File: src/rtl/push_button_conditioner.sv
// Two-button conditioner: 2-flop sync, debounce FSM and press-edge detect per button,
// then arbitration so p1/p2 never fire together. Define PBC_LOCKOUT_EN to also block a press while the other button is held.
//
// state        | meaning
// IDLE         | released, debounced level 0
// PRESS_WAIT   | high seen, counting consecutive high samples
// PRESSED      | debounced level 1, press already strobed
// RELEASE_WAIT | low seen, counting consecutive low samples
module push_button_conditioner #(
    parameter int DEBOUNCE_CYCLES = 4,
    parameter int CNT_W           = 8
) (
    input  logic clk,
    input  logic rst,
    input  logic btn1_raw,
    input  logic btn2_raw,
    output logic p1,
    output logic p2,
    output logic btn1_level,
    output logic btn2_level,
    output logic conflict
);

    typedef enum logic [1:0] {
        IDLE         = 2'd0,
        PRESS_WAIT   = 2'd1,
        PRESSED      = 2'd2,
        RELEASE_WAIT = 2'd3
    } state_t;

    localparam logic [CNT_W-1:0] CNT_TC  = CNT_W'(DEBOUNCE_CYCLES - 1);
    localparam logic [CNT_W-1:0] CNT_ONE = CNT_W'(1);

    logic [1:0]       raw;
    logic [1:0]       sync1;
    logic [1:0]       sync2;
    logic [1:0]       level;
    logic [1:0]       ev;
    state_t           state [2];
    logic [CNT_W-1:0] cnt   [2];
    logic             block1;
    logic             block2;

    assign raw        = {btn2_raw, btn1_raw};
    assign btn1_level = level[0];
    assign btn2_level = level[1];

    // Press event is the PRESS_WAIT -> PRESSED transition condition.
    always_comb begin
        ev = '0;
        for (int i = 0; i < 2; i++) begin
            ev[i] = (state[i] == PRESS_WAIT) && sync2[i] && (cnt[i] == CNT_TC);
        end
    end

`ifdef PBC_LOCKOUT_EN
    assign block1 = ev[0] && (ev[1] || level[1]);
    assign block2 = ev[1] && (ev[0] || level[0]);
`else
    assign block1 = ev[0] && ev[1];
    assign block2 = ev[1] && ev[0];
`endif

    always_ff @(posedge clk) begin
        if (!rst) begin
            sync1    <= '0;
            sync2    <= '0;
            level    <= '0;
            p1       <= 1'b0;
            p2       <= 1'b0;
            conflict <= 1'b0;
            for (int i = 0; i < 2; i++) begin
                state[i] <= IDLE;
                cnt[i]   <= '0;
            end
        end else begin
            sync1    <= raw;
            sync2    <= sync1;
            p1       <= ev[0] && !block1;
            p2       <= ev[1] && !block2;
            conflict <= block1 || block2;
            for (int i = 0; i < 2; i++) begin
                case (state[i])
                    IDLE: begin
                        if (sync2[i]) begin
                            state[i] <= PRESS_WAIT;
                            cnt[i]   <= CNT_ONE;
                        end
                    end
                    PRESS_WAIT: begin
                        if (!sync2[i]) begin
                            state[i] <= IDLE;
                            cnt[i]   <= '0;
                        end else if (cnt[i] == CNT_TC) begin
                            state[i] <= PRESSED;
                            cnt[i]   <= '0;
                            level[i] <= 1'b1;
                        end else begin
                            cnt[i]   <= cnt[i] + CNT_ONE;
                        end
                    end
                    PRESSED: begin
                        if (!sync2[i]) begin
                            state[i] <= RELEASE_WAIT;
                            cnt[i]   <= CNT_ONE;
                        end
                    end
                    RELEASE_WAIT: begin
                        if (sync2[i]) begin
                            state[i] <= PRESSED;
                            cnt[i]   <= '0;
                        end else if (cnt[i] == CNT_TC) begin
                            state[i] <= IDLE;
                            cnt[i]   <= '0;
                            level[i] <= 1'b0;
                        end else begin
                            cnt[i]   <= cnt[i] + CNT_ONE;
                        end
                    end
                    default: begin
                        state[i] <= IDLE;
                        cnt[i]   <= '0;
                        level[i] <= 1'b0;
                    end
                endcase
            end
        end
    end

endmodule

File: config.mk
export PLATFORM = sky130hd
export DESIGN_NAME = push_button_conditioner
export DESIGN_NICKNAME = d
export VERILOG_FILES = /design/src/rtl/push_button_conditioner.sv
export SDC_FILE = /design/constraint.sdc
export NUM_CORES = 1
export LEC_CHECK = 0
export ABC_AREA = 1
export BUFFER_PORTS_ARGS = -buffer_cell sky130_fd_sc_hd__buf_4
export CORE_MARGIN = 2
export CORE_UTILIZATION = 53
export DETAILED_ROUTE_END_ITERATION = 10
export PLACE_DENSITY = 0.82
export SYNTH_ARGS = -nofsm -noshare
export SYNTH_HDL_FRONTEND = slang
export SYNTH_SLANG_ARGS = --single-unit
File: constraint.sdc
create_clock -name clk -period 2.1 [get_ports clk]
set_clock_uncertainty 0.15 [all_clocks]
set_input_delay 0.105 -clock clk [delete_from_list [all_inputs] [get_ports clk]]
set_output_delay 0.105 -clock clk [all_outputs]
set_load 0.05 [all_outputs]
==> results summary <==
The die covers 0.00368 mm2. The average detailed-routed wire length per instance came out at 10.6 um. The clock group share of total power came out at 21.9%. The most common flop cell mapped by yosys is edfxtp_1. The path class of the tightest hold or removal check is flop to flop. VDD sags by at most 0.437 mV. Yosys instantiated no cell more often than nor2_1. The number of antenna violations at the first check in global routing came out at 0. The standard-cell row count came out at 20. Using the TritonRoute via totals, the vias-per-cell ratio works out to 4.90. Summed over all layers, the global routing overflow is 0.

The critical path endpoint is cnt[1][7]. The required time of the critical path came out at 1.93 ns. The worst setup path is of the flop to flop kind. The areal power density over the cells came out at 742 mW/mm2.

The cell-internal power came out at 0.948 mW. In the routed design, unresolved DRC markers number 0. The worst path in the final design needs a cycle of 1.95 ns, including I/O delays and setup.

The global-route wire length before repair is 4910 um. The worst setup slack for register-to-register paths came out at 0.15 ns. The final clock period utilization by the worst path came out at 92.6%. Total power for the finished layout comes to 1.42 mW. The total non-filler cell area in the finished layout is 0.00191 mm2.

In the final layout, the share of cells above drive strength 1 is 20.5%. The instance count of the mapped netlist came out at 204. The setup fix buffers added after clock tree synthesis came out at 0. The number of design-rule violations left by the first detailed-router iteration is 38. The hold path startpoint is sync1[1]. The clock root buffer is clkbuf_4. The number of global-route vias before repair came out at 1210.

The synthesis-to-layout area growth is 12.2%. The final number of hold-violating endpoints is 0. At the placement stage, the worst setup path has a slack of 0.174 ns. The floorplan die width came out at 60.7 um. Summing the areas of all fa, ha and maj instances in the mapped netlist gives 1.47% of the synthesized area.

The area fraction of the dominant cell type after synthesis is 35.3%. Post-CTS repair changed the size of 0 cells. The number of flops mapped to enable cells by yosys came out at 20. The layout net count came out at 229.

The die is 60.7 um tall. The launching element type of the critical path is a flop. After synthesis, the largest family of logic cells by area is simple AND/OR/NAND/NOR gates.

The area share of and/or/nand/nor cells after synthesis is 36.8%. By count the netlist is led by nor2_1, nand2_1, inv_1. The cell count of the worst reg-to-reg path is 7. The switching portion of total power is 33.1%. The worst-skew pair later-pin latency is 0.33 ns. The maximum clock path buffer count is 2. Across the run, the number of max-cap violations was 0.

The pin slew with the least headroom to its limit is 0.400 ns. For this block, the via count after detailed routing is 1312. The fraction of synthesis flops using an asynchronous set or reset pin is 0%. The leading area contributor after synthesis is edfxtp_1. The setup slack after layout came out at 0.155 ns. The H-tree level count came out at 2. The number of diodes is 0. In this run the tightest slew margin relative to its limit is 73.3%. The clock-pin slew on the worst setup and hold paths came out at 0.09 ns. The critical path data arrival time is 1.78 ns. The total standard cell area after synthesis came out at 0.00170 mm2.

In this run the standard cell core region covers 0.00305 mm2. The average cell area after synthesis came out at 8.34 um2. The effective utilization at floorplan is 55.7%. The maximum fanout along the worst path came out at 8. The clock buffer count from CTS is 5.

The highest attainable clock frequency came out at 514 MHz. The post-synth net total is 210. After detailed routing, the total wire length is 2830 um. The distinct cell type count after synthesis is 31. The overall track demand over capacity in global routing is 18.4%. For the final routed database, the setup TNS stands at 0 ns. TritonCTS built the clock tree. The standby leakage power is 0.836 nW. The yosys synthesis warning count is 0. The number of search-and-repair iterations in the first detailed-routing pass is 4. Setup repair after global routing left no endpoint under its margin. The port buffer count is 8. The endpoint identified for the worst register-to-register timing path is cnt[1][7]. In the post-synthesis netlist, the biggest area contributors are edfxtp_1, dfxtp_1, nor2_1. STA classifies the critical path endpoint as a flop. The tree built by TritonCTS fans out to 29 sinks.

The sum of net half-perimeters after detailed placement came out at 2150 um. Setup violations remaining at the end of the flow were counted as 0. Hold repair after CTS inserted 5 buffers. The share of the synthesized netlist area taken by xor and xnor gates came out at 3.60%. The placed instances occupy a cell area of 0.00181 mm2.

The number of max-slew violations in the final report is 0. The final estimated routing congestion in global placement came out at 0.833. The pin count of the biggest net entering global routing came out at 19.

Per report_power, the combinational group accounts for 22.8% of the total. The post-detailed-route count of antenna-violating nets is 0. The switching power is 0.468 mW. The flop and latch count out of synthesis is 29. The number of top-level design ports came out at 9. The launching element of the worst setup path is cnt[1][0].

The launching point of the worst reg2reg path is cnt[1][0]. The share of the yosys chip area belonging to registers is 45.9%. Of the total power, registers draw 55.3%. The fraction of the mapped netlist area in compound gates came out at 3.53%. The proportion of synthesized area in mux cells came out at 0%. The run finished with clean final reports.
[cell usage in the layout, fill, tap and decap left out, drive strengths merged, types with 6 or more instances in the layout]
master,Yosys,final
buf,1,9
dfxtp,9,9
edfxtp,20,20
inv,32,32
nand2,40,40
nand3,18,18
nand4,6,6
nor2,45,45
nor3,10,10
o21ai,6,6
[sequential cells by signal, summed over array words and instances, names as in the netlist]
signal    cells
cnt          16
conflict      1
level         2
p1            1
p2            1
state         4
sync1         2
sync2         2
[cells by family after synthesis]
family          Yosys count
simple gates            122
buf+inv                  34
flops                    29
compound gates           10
xor+xnor                  7
fa+ha+maj                 2
[per-layer routing]
layer  global-route usage, %  vias to the layer above  part of all wire [%]
li1                        -                      701                     -
met3                    4.48                        5                   2.6
met1                    23.1                      587                    50
met5                       0                        -                     0
met4                    9.94                        0                   2.1
met2                    29.2                       19                    45
[layout make-up]
type,instances,area (um2)
tap,44,55.1
multi-input combinational,141,773
fill,299,1140
clock buffer,5,37.5
clock inverter,3,12.5
timing repair buffer,14,118
inverter,32,133
sequential,29,781
[worst min path at each step]
| stage | to | cells after the start |
|---|---|---|
| 2_1_floorplan | sync1[0] | 2 |
| 3_3_place_gp | sync1[0] | 3 |
| 3_5_place_dp | sync1[0] | 3 |
| 4_1_cts | sync2[1] | 2 |
| 5_1_grt | sync2[1] | 2 |
| 6_report | sync2[1] | 2 |
[per-stage QoR]
stage | cells | hold WS [ns] | util, %
after global placement | 255 | 0.136 | 59.3
final | 268 | 0.268 | 62.5
after detailed placement | 255 | 0.145 | 59.3
after CTS | 268 | 0.271 | 62.5
after global routing | 268 | 0.295 | 62.5
after floorplan | 204 | 0.0526 | -
[power by group through the flow]
stage / logic (mW) / registers (mW) / clock network (mW)
4_1_cts: 0.326 / 0.782 / 0.319
3_3_place_gp: 0.311 / 0.791 / 0
2_1_floorplan: 0.265 / 0.778 / 0
3_5_place_dp: 0.317 / 0.795 / 0
6_report: 0.323 / 0.784 / 0.310
5_1_grt: 0.370 / 0.798 / 0.340
[critical path, cell delays in order (launching register included)]
cell and delay [ns]:
edfxtp_1 0.42, ha_1 0.26, nand3_1 0.14, nor2_4 0.07
nand2_1 0.06, nand2_1 0.05, nor2_1 0.12, nand3_1 0.32
No activity file was read; power rests on OpenSTA's default activity.
